**config.mk**
```make
export PLATFORM = sky130hd
export DESIGN_NAME = wb_arbiter_flat
export DESIGN_NICKNAME = d
export VERILOG_FILES = /design/src/rtl/wb_arbiter_if.sv /design/src/rtl/wb_arbiter.sv /design/src/flat_wrapper.sv
export SDC_FILE = /design/constraint.sdc
export NUM_CORES = 1
export LEC_CHECK = 0
export BUFFER_PORTS_ARGS = -buffer_cell sky130_fd_sc_hd__buf_2
export CAP_MARGIN = 0
export CORE_AREA = 2 2 125 127
export DETAILED_ROUTE_END_ITERATION = 10
export DIE_AREA = 0 0 127 129
export PLACE_DENSITY = 0.67
export SKIP_CTS_REPAIR_TIMING = 1
export SLEW_MARGIN = 20
export SYNTH_ARGS = -nofsm -noshare
export SYNTH_HDL_FRONTEND = slang
export SYNTH_SLANG_ARGS = --single-unit
```
**constraint.sdc**
```tcl
create_clock -name clk -period 5.1 [get_ports clk]
set_input_delay 0.255 -clock clk [delete_from_list [all_inputs] [get_ports clk]]
set_output_delay 0.255 -clock clk [all_outputs]
set_load 0.05 [all_outputs]
```
**src/rtl/wb_arbiter_if.sv**
```systemverilog
// Writeback arbiter bus bundle.
// Purpose : groups the three result-source handshakes (ALU, LSU, MDU), the
//           issue-side destination notification, the register-file write
//           port and the pending-write scoreboard into one interface.
// Modports: slave  - the arbiter view (valids/rd/data/issue in; readys,
//                    write port and busy_mask out).
//           master - the producer / register-file view (the opposite).
interface wb_arbiter_if #(
  parameter int XLEN = 64
);
  logic            alu_valid;
  logic            alu_ready;
  logic [4:0]      alu_rd;
  logic [XLEN-1:0] alu_data;

  logic            lsu_valid;
  logic            lsu_ready;
  logic [4:0]      lsu_rd;
  logic [XLEN-1:0] lsu_data;

  logic            mdu_valid;
  logic            mdu_ready;
  logic [4:0]      mdu_rd;
  logic [XLEN-1:0] mdu_data;

  logic            iss_valid;
  logic [4:0]      iss_rd;

  logic [31:0]     busy_mask;
  logic            wen;
  logic [4:0]      waddr;
  logic [XLEN-1:0] wdata;

  modport slave (
    input  alu_valid, alu_rd, alu_data,
    input  lsu_valid, lsu_rd, lsu_data,
    input  mdu_valid, mdu_rd, mdu_data,
    input  iss_valid, iss_rd,
    output alu_ready, lsu_ready, mdu_ready,
    output busy_mask, wen, waddr, wdata
  );

  modport master (
    output alu_valid, alu_rd, alu_data,
    output lsu_valid, lsu_rd, lsu_data,
    output mdu_valid, mdu_rd, mdu_data,
    output iss_valid, iss_rd,
    input  alu_ready, lsu_ready, mdu_ready,
    input  busy_mask, wen, waddr, wdata
  );
endinterface

```
**src/rtl/wb_arbiter.sv**
```systemverilog
// Writeback arbiter.
// Purpose : picks at most one of ALU / LSU / MDU results per cycle and writes
//           it to the register file one cycle later. The ALU has priority; the
//           LSU and MDU share the remaining slot round-robin. A starvation
//           counter lets a waiting LSU/MDU result preempt the ALU after
//           STARVE_LIM denied cycles. A 32-bit scoreboard tracks registers
//           with an outstanding write.
// Ports   : clk  - sole clock (posedge)
//           rst  - synchronous, active-high reset
//           bus  - wb_arbiter_if.slave (handshakes, issue notify, write port,
//                  busy_mask)
module wb_arbiter #(
  parameter int XLEN       = 64,
  parameter int STARVE_LIM = 4
) (
  input  logic        clk,
  input  logic        rst,
  wb_arbiter_if.slave bus
);

  localparam int CW = $clog2(STARVE_LIM + 1);

  typedef enum logic {
    PTR_LSU = 1'b0,
    PTR_MDU = 1'b1
  } rr_ptr_e;

  rr_ptr_e         ptr_q, ptr_d;
  logic [CW-1:0]   cnt_q, cnt_d;
  logic            wen_q, wen_d;
  logic [4:0]      waddr_q, waddr_d;
  logic [XLEN-1:0] wdata_q, wdata_d;
  logic [31:0]     busy_q, busy_d;

  logic            starve_s;
  logic            alu_ready_s, lsu_ready_s, mdu_ready_s;
  logic            alu_acc_s, lsu_acc_s, mdu_acc_s;
  logic            low_acc_s;
  logic            acc_any_s;
  logic [4:0]      acc_rd_s;
  logic [XLEN-1:0] acc_data_s;

  // Grant logic: ready is a function of valids, pointer, counter and rst only.
  always_comb begin
    starve_s    = (cnt_q == CW'(STARVE_LIM));
    alu_ready_s = ~rst & ~starve_s;
    alu_acc_s   = bus.alu_valid & alu_ready_s;
    // A sole valid low-priority source wins regardless of the pointer.
    lsu_ready_s = ~rst & ~alu_acc_s & bus.lsu_valid &
                  (~bus.mdu_valid | (ptr_q == PTR_LSU));
    mdu_ready_s = ~rst & ~alu_acc_s & bus.mdu_valid &
                  (~bus.lsu_valid | (ptr_q == PTR_MDU));
    lsu_acc_s   = bus.lsu_valid & lsu_ready_s;
    mdu_acc_s   = bus.mdu_valid & mdu_ready_s;
    low_acc_s   = lsu_acc_s | mdu_acc_s;
  end

  // Result mux for the single accepted source.
  always_comb begin
    acc_any_s  = 1'b0;
    acc_rd_s   = 5'd0;
    acc_data_s = '0;
    if (alu_acc_s) begin
      acc_any_s  = 1'b1;
      acc_rd_s   = bus.alu_rd;
      acc_data_s = bus.alu_data;
    end else if (lsu_acc_s) begin
      acc_any_s  = 1'b1;
      acc_rd_s   = bus.lsu_rd;
      acc_data_s = bus.lsu_data;
    end else if (mdu_acc_s) begin
      acc_any_s  = 1'b1;
      acc_rd_s   = bus.mdu_rd;
      acc_data_s = bus.mdu_data;
    end else begin
      acc_any_s  = 1'b0;
    end
  end

  // Next-state for pointer, starvation counter, write port and scoreboard.
  always_comb begin
    ptr_d   = ptr_q;
    cnt_d   = cnt_q;
    wen_d   = 1'b0;
    waddr_d = waddr_q;
    wdata_d = wdata_q;
    busy_d  = busy_q;

    if (low_acc_s) begin
      ptr_d = (ptr_q == PTR_LSU) ? PTR_MDU : PTR_LSU;
    end else begin
      ptr_d = ptr_q;
    end

    if (low_acc_s || !(bus.lsu_valid || bus.mdu_valid)) begin
      cnt_d = '0;
    end else if (!starve_s) begin
      cnt_d = cnt_q + CW'(1);
    end else begin
      cnt_d = cnt_q;
    end

    // rd = 0 still completes the handshake but never writes.
    if (acc_any_s) begin
      wen_d   = (acc_rd_s != 5'd0);
      waddr_d = acc_rd_s;
      wdata_d = acc_data_s;
    end else begin
      wen_d   = 1'b0;
    end

    // Clear first so a same-cycle reissue of that register wins.
    if (wen_q) begin
      busy_d[waddr_q] = 1'b0;
    end else begin
      busy_d = busy_d;
    end
    if (bus.iss_valid && (bus.iss_rd != 5'd0)) begin
      busy_d[bus.iss_rd] = 1'b1;
    end else begin
      busy_d = busy_d;
    end
    busy_d[0] = 1'b0;
  end

  // State registers with synchronous reset.
  always_ff @(posedge clk) begin
    if (rst) begin
      ptr_q   <= PTR_LSU;
      cnt_q   <= '0;
      wen_q   <= 1'b0;
      waddr_q <= 5'd0;
      wdata_q <= '0;
      busy_q  <= 32'd0;
    end else begin
      ptr_q   <= ptr_d;
      cnt_q   <= cnt_d;
      wen_q   <= wen_d;
      waddr_q <= waddr_d;
      wdata_q <= wdata_d;
      busy_q  <= busy_d;
    end
  end

  assign bus.alu_ready = alu_ready_s;
  assign bus.lsu_ready = lsu_ready_s;
  assign bus.mdu_ready = mdu_ready_s;
  assign bus.wen       = wen_q;
  assign bus.waddr     = waddr_q;
  assign bus.wdata     = wdata_q;
  assign bus.busy_mask = busy_q;

endmodule

```
**src/flat_wrapper.sv**
```systemverilog
// flat-port wrapper written by rule: the top's interface ports become plain ports
module wb_arbiter_flat 
#(
  parameter int XLEN       = 64,
  parameter int STARVE_LIM = 4
)
  (clk, rst, bus_alu_valid, bus_alu_rd, bus_alu_data, bus_lsu_valid, bus_lsu_rd, bus_lsu_data, bus_mdu_valid, bus_mdu_rd, bus_mdu_data, bus_iss_valid, bus_iss_rd, bus_alu_ready, bus_lsu_ready, bus_mdu_ready, bus_busy_mask, bus_wen, bus_waddr, bus_wdata);
  wb_arbiter_if #(.XLEN(XLEN)) bus_i ();
  input  logic clk;
  input  logic rst;
  input wire logic [$bits(bus_i.alu_valid)-1:0] bus_alu_valid;
  input wire logic [$bits(bus_i.alu_rd)-1:0] bus_alu_rd;
  input wire logic [$bits(bus_i.alu_data)-1:0] bus_alu_data;
  input wire logic [$bits(bus_i.lsu_valid)-1:0] bus_lsu_valid;
  input wire logic [$bits(bus_i.lsu_rd)-1:0] bus_lsu_rd;
  input wire logic [$bits(bus_i.lsu_data)-1:0] bus_lsu_data;
  input wire logic [$bits(bus_i.mdu_valid)-1:0] bus_mdu_valid;
  input wire logic [$bits(bus_i.mdu_rd)-1:0] bus_mdu_rd;
  input wire logic [$bits(bus_i.mdu_data)-1:0] bus_mdu_data;
  input wire logic [$bits(bus_i.iss_valid)-1:0] bus_iss_valid;
  input wire logic [$bits(bus_i.iss_rd)-1:0] bus_iss_rd;
  output wire logic [$bits(bus_i.alu_ready)-1:0] bus_alu_ready;
  output wire logic [$bits(bus_i.lsu_ready)-1:0] bus_lsu_ready;
  output wire logic [$bits(bus_i.mdu_ready)-1:0] bus_mdu_ready;
  output wire logic [$bits(bus_i.busy_mask)-1:0] bus_busy_mask;
  output wire logic [$bits(bus_i.wen)-1:0] bus_wen;
  output wire logic [$bits(bus_i.waddr)-1:0] bus_waddr;
  output wire logic [$bits(bus_i.wdata)-1:0] bus_wdata;
  assign bus_i.alu_valid = bus_alu_valid;
  assign bus_i.alu_rd = bus_alu_rd;
  assign bus_i.alu_data = bus_alu_data;
  assign bus_i.lsu_valid = bus_lsu_valid;
  assign bus_i.lsu_rd = bus_lsu_rd;
  assign bus_i.lsu_data = bus_lsu_data;
  assign bus_i.mdu_valid = bus_mdu_valid;
  assign bus_i.mdu_rd = bus_mdu_rd;
  assign bus_i.mdu_data = bus_mdu_data;
  assign bus_i.iss_valid = bus_iss_valid;
  assign bus_i.iss_rd = bus_iss_rd;
  assign bus_alu_ready = bus_i.alu_ready;
  assign bus_lsu_ready = bus_i.lsu_ready;
  assign bus_mdu_ready = bus_i.mdu_ready;
  assign bus_busy_mask = bus_i.busy_mask;
  assign bus_wen = bus_i.wen;
  assign bus_waddr = bus_i.waddr;
  assign bus_wdata = bus_i.wdata;
  wb_arbiter #(.XLEN(XLEN), .STARVE_LIM(STARVE_LIM)) u_core (.clk(clk), .rst(rst), .bus(bus_i));
endmodule
```
==> results.toml <==
[clock_network]
cts_buffers = 9
cts.reportedPaths.clkPinSlew_ns = 0.07
cts_root_buffer = "clkbuf_16"
clk_path_buf_depth = 2
clock_sinks = 105
cts_tree = "done"
cts_htree_levels = 3
clkLatencyLatePin_ns = 0.35

[logic_synthesis]
synthesis.area_mm2 = 0.00525
synthTopCellsByCount = "dfxtp_1, a22oi_1, a22oi_2"
synth_seq_cells = 105
yosys_warnings = 0
synth_nets = 742
synth_cell_types = 46
synth-adder-area-share_pct = 0.477
synth_edf_count = 0
muxShareOfSynthArea_pct = 0.191
synth_top_family_by_area = "compound AO/OA/AOI/OAI gates"
yosys_most_used_dff = "dfxtp_1"
yosysMostFrequentCell = "dfxtp_1"
synth_compound_area_share_pct = 43.1
synth-simple-area-share_pct = 8.28
ys_seq_area_share_pct = 40.1
yosys.area.top_type_share_pct = 40.1
synth.largest_area_cell = "dfxtp_1"
synthTopCellsByArea = "dfxtp_1, a22oi_2, a21oi_2, a22oi_1, a21oi_1"
synthCells = 522
ys_async_sr_fraction_pct = 0
synth_area_per_cell_um2 = 10.1
synth_xor_area_share_pct = 0.334

[worst_setup_path]
path_class = "flop to output pin"
r2r_slack_ns = 2.81
r2r_end = "u_core.bus.wdata[25]"
r2r_cells = 5
arrival_ns = 2.56
critPathCaptureType = "output pin"
endpoint = "bus_mdu_ready"
start_kind = "flop"
rr_startpoint = "u_core.ptr_q"
cp-startpoint = "u_core.ptr_q"
crit_required_ns = 4.85
critical_path.max_fanout = 41

[power_and_ir_drop]
p_leak_uw = 0.00298
power.total_uw = 2070
peakVddDrop_v = 0.000162
p_per_area_mw_per_mm2 = 293

[sta]
hold_viol_final = 0
fin_crit_sh_pct = 55.1
fin_skew_ns = 0.00818
whs_ns = 0.185
relSlewSlack_pct = 35.3
final-setup-viol-count = 0
worst_pin_slew_ns = 0.968
setup_tns_ns = 0
rsz0062_at_grt = "false"
fmax_ghz = 0.356
finalCriticalPeriod_ns = 2.81
fin_ws_ns = 2.29
drv_slew = 0

[placed_design]
port-buffer-count = 321
gp_congestion = 0.826
dp_slack_ns = 2.65
hpwl_um = 13100

[routing]
totalWireLength_um = 17500
first_pass_iters = 5
ant_nets = 0
drtIter0Drc = 260
drt-vias-per-instance = 5.26
route.detailed.drc = 0
routedWlPerCell_um = 17.4
vias = 5284

[run_status]
outcome = "finished clean"

[worst_hold_path]
hp-class = "input port to flop"

[global_route]
grt.overflow.total = 0
track_usage_pct = 20.5
antenna_found_initial = 1
grt_pass1_vias = 5112
grt_pass1_wl_um = 26400
grt_max_degree = 71

[die]
chipHeight_um = 129
rows = 45
die-area_mm2 = 0.0164
pin_count = 323
die_w_um = 127
core_region_area_mm2 = 0.0150
start_util_pct = 35.0

[layout]
area_growth_pct = 34.7
fillCellCount = 1513
drive_above_1_share_pct = 57.1
nets = 1031

[job]
max-cap-violations = 0
==> power breakdown <==
group	leakage [uW]	total (uW)	internal, uW	switching (uW)
sequential	0.000859	894	863	30.7
combinational	0.00198	505	171	334
clock	0.000139	672	359	313
==> cells by family after synthesis <==
family,Yosys count
AOI/OAI and AO/OA,274
and+or+nand+nor,86
muxes,1
DFF,105
buffers and inverters,51
adders and majority gates,2
xor gates and xnor gates,2
other,1
==> layer usage <==
metal	wire length [um]	global-route usage, %	share of wire (%)	vias up
met4	325	6.40	1.9	0
met2	8950	36.5	51	225
li1	-	-	-	2576
met3	1230	4.91	7.0	22
met5	0	0	0	-
met1	6980	24.4	40	2461
==> registers in the layout (all words and copies together) (netlist names) <==
signal                flops
u_core.ptr_q              1
u_core.bus.wdata         64
u_core.cnt_q              3
u_core.bus.wen            1
u_core.bus.busy_mask     31
u_core.bus.waddr          5
==> worst max-delay path, cell delays in order, from the launching register on <==
cell	delay, ns
dfxtp_1	0.39
nand2b_1	0.33
and4b_2	0.64
buf_4	0.49
buf_2	0.35
==> cell type report <==
| class | instances | area, um^2 | area share [%] |
|---|---|---|---|
| Inverter | 2 | 7.51 | 0.106 |
| Antenna cell | 1 | 2.50 | 0.0354 |
| Sequential cell | 105 | 2100 | 29.7 |
| Clock buffer | 12 | 256 | 3.63 |
| Tap cell | 188 | 235 | 3.33 |
| Clock inverter | 4 | 26.3 | 0.372 |
| Timing Repair Buffer | 327 | 1670 | 23.7 |
| Multi-Input combinational cell | 366 | 2770 | 39.1 |
==> worst min-delay path by stage <==
| stage | startpoint | end | slack, ns | depth (start not counted) |
|---|---|---|---|---|
| 5_1_grt | bus_alu_data[57] | u_core.bus.wdata[57] | 0.18 | 3 |
| 3_5_place_dp | u_core.bus.busy_mask[31] | u_core.bus.busy_mask[31] | 0.46 | 2 |
| 4_1_cts | bus_alu_rd[2] | u_core.bus.wen | 0.16 | 3 |
| 6_report | bus_alu_rd[2] | u_core.bus.wen | 0.18 | 3 |
| 2_1_floorplan | bus_alu_rd[2] | u_core.bus.wen | 0.41 | 2 |
| 3_3_place_gp | u_core.bus.busy_mask[29] | u_core.bus.busy_mask[29] | 0.46 | 2 |
==> cells in the final DEF, fill, tap and decap left out, drive strengths merged, types with 3 or more instances in the layout <==
cell / count
a21oi: 99
a22oi: 126
a32o: 5
buf: 327
clkbuf: 12
dfxtp: 105
inv: 3
nand2: 43
nand3b: 6
nor2: 12
nor3: 3
nor3b: 5
nor4: 3
o21ai: 32
==> through the flow <==
| stage | instances | area [um^2] | utilization [%] |
|---|---|---|---|
| final | 1005 | 7070 | 47.2 |
| after global routing | 1004 | 7070 | 47.2 |
| after CTS | 1003 | 7040 | 47.0 |
| after detailed placement | 987 | 6760 | 45.1 |
| after global placement | 987 | 6760 | 45.1 |
| after floorplan | 522 | 5250 | - |
Note: power is estimated with default switching activity, not from simulation.
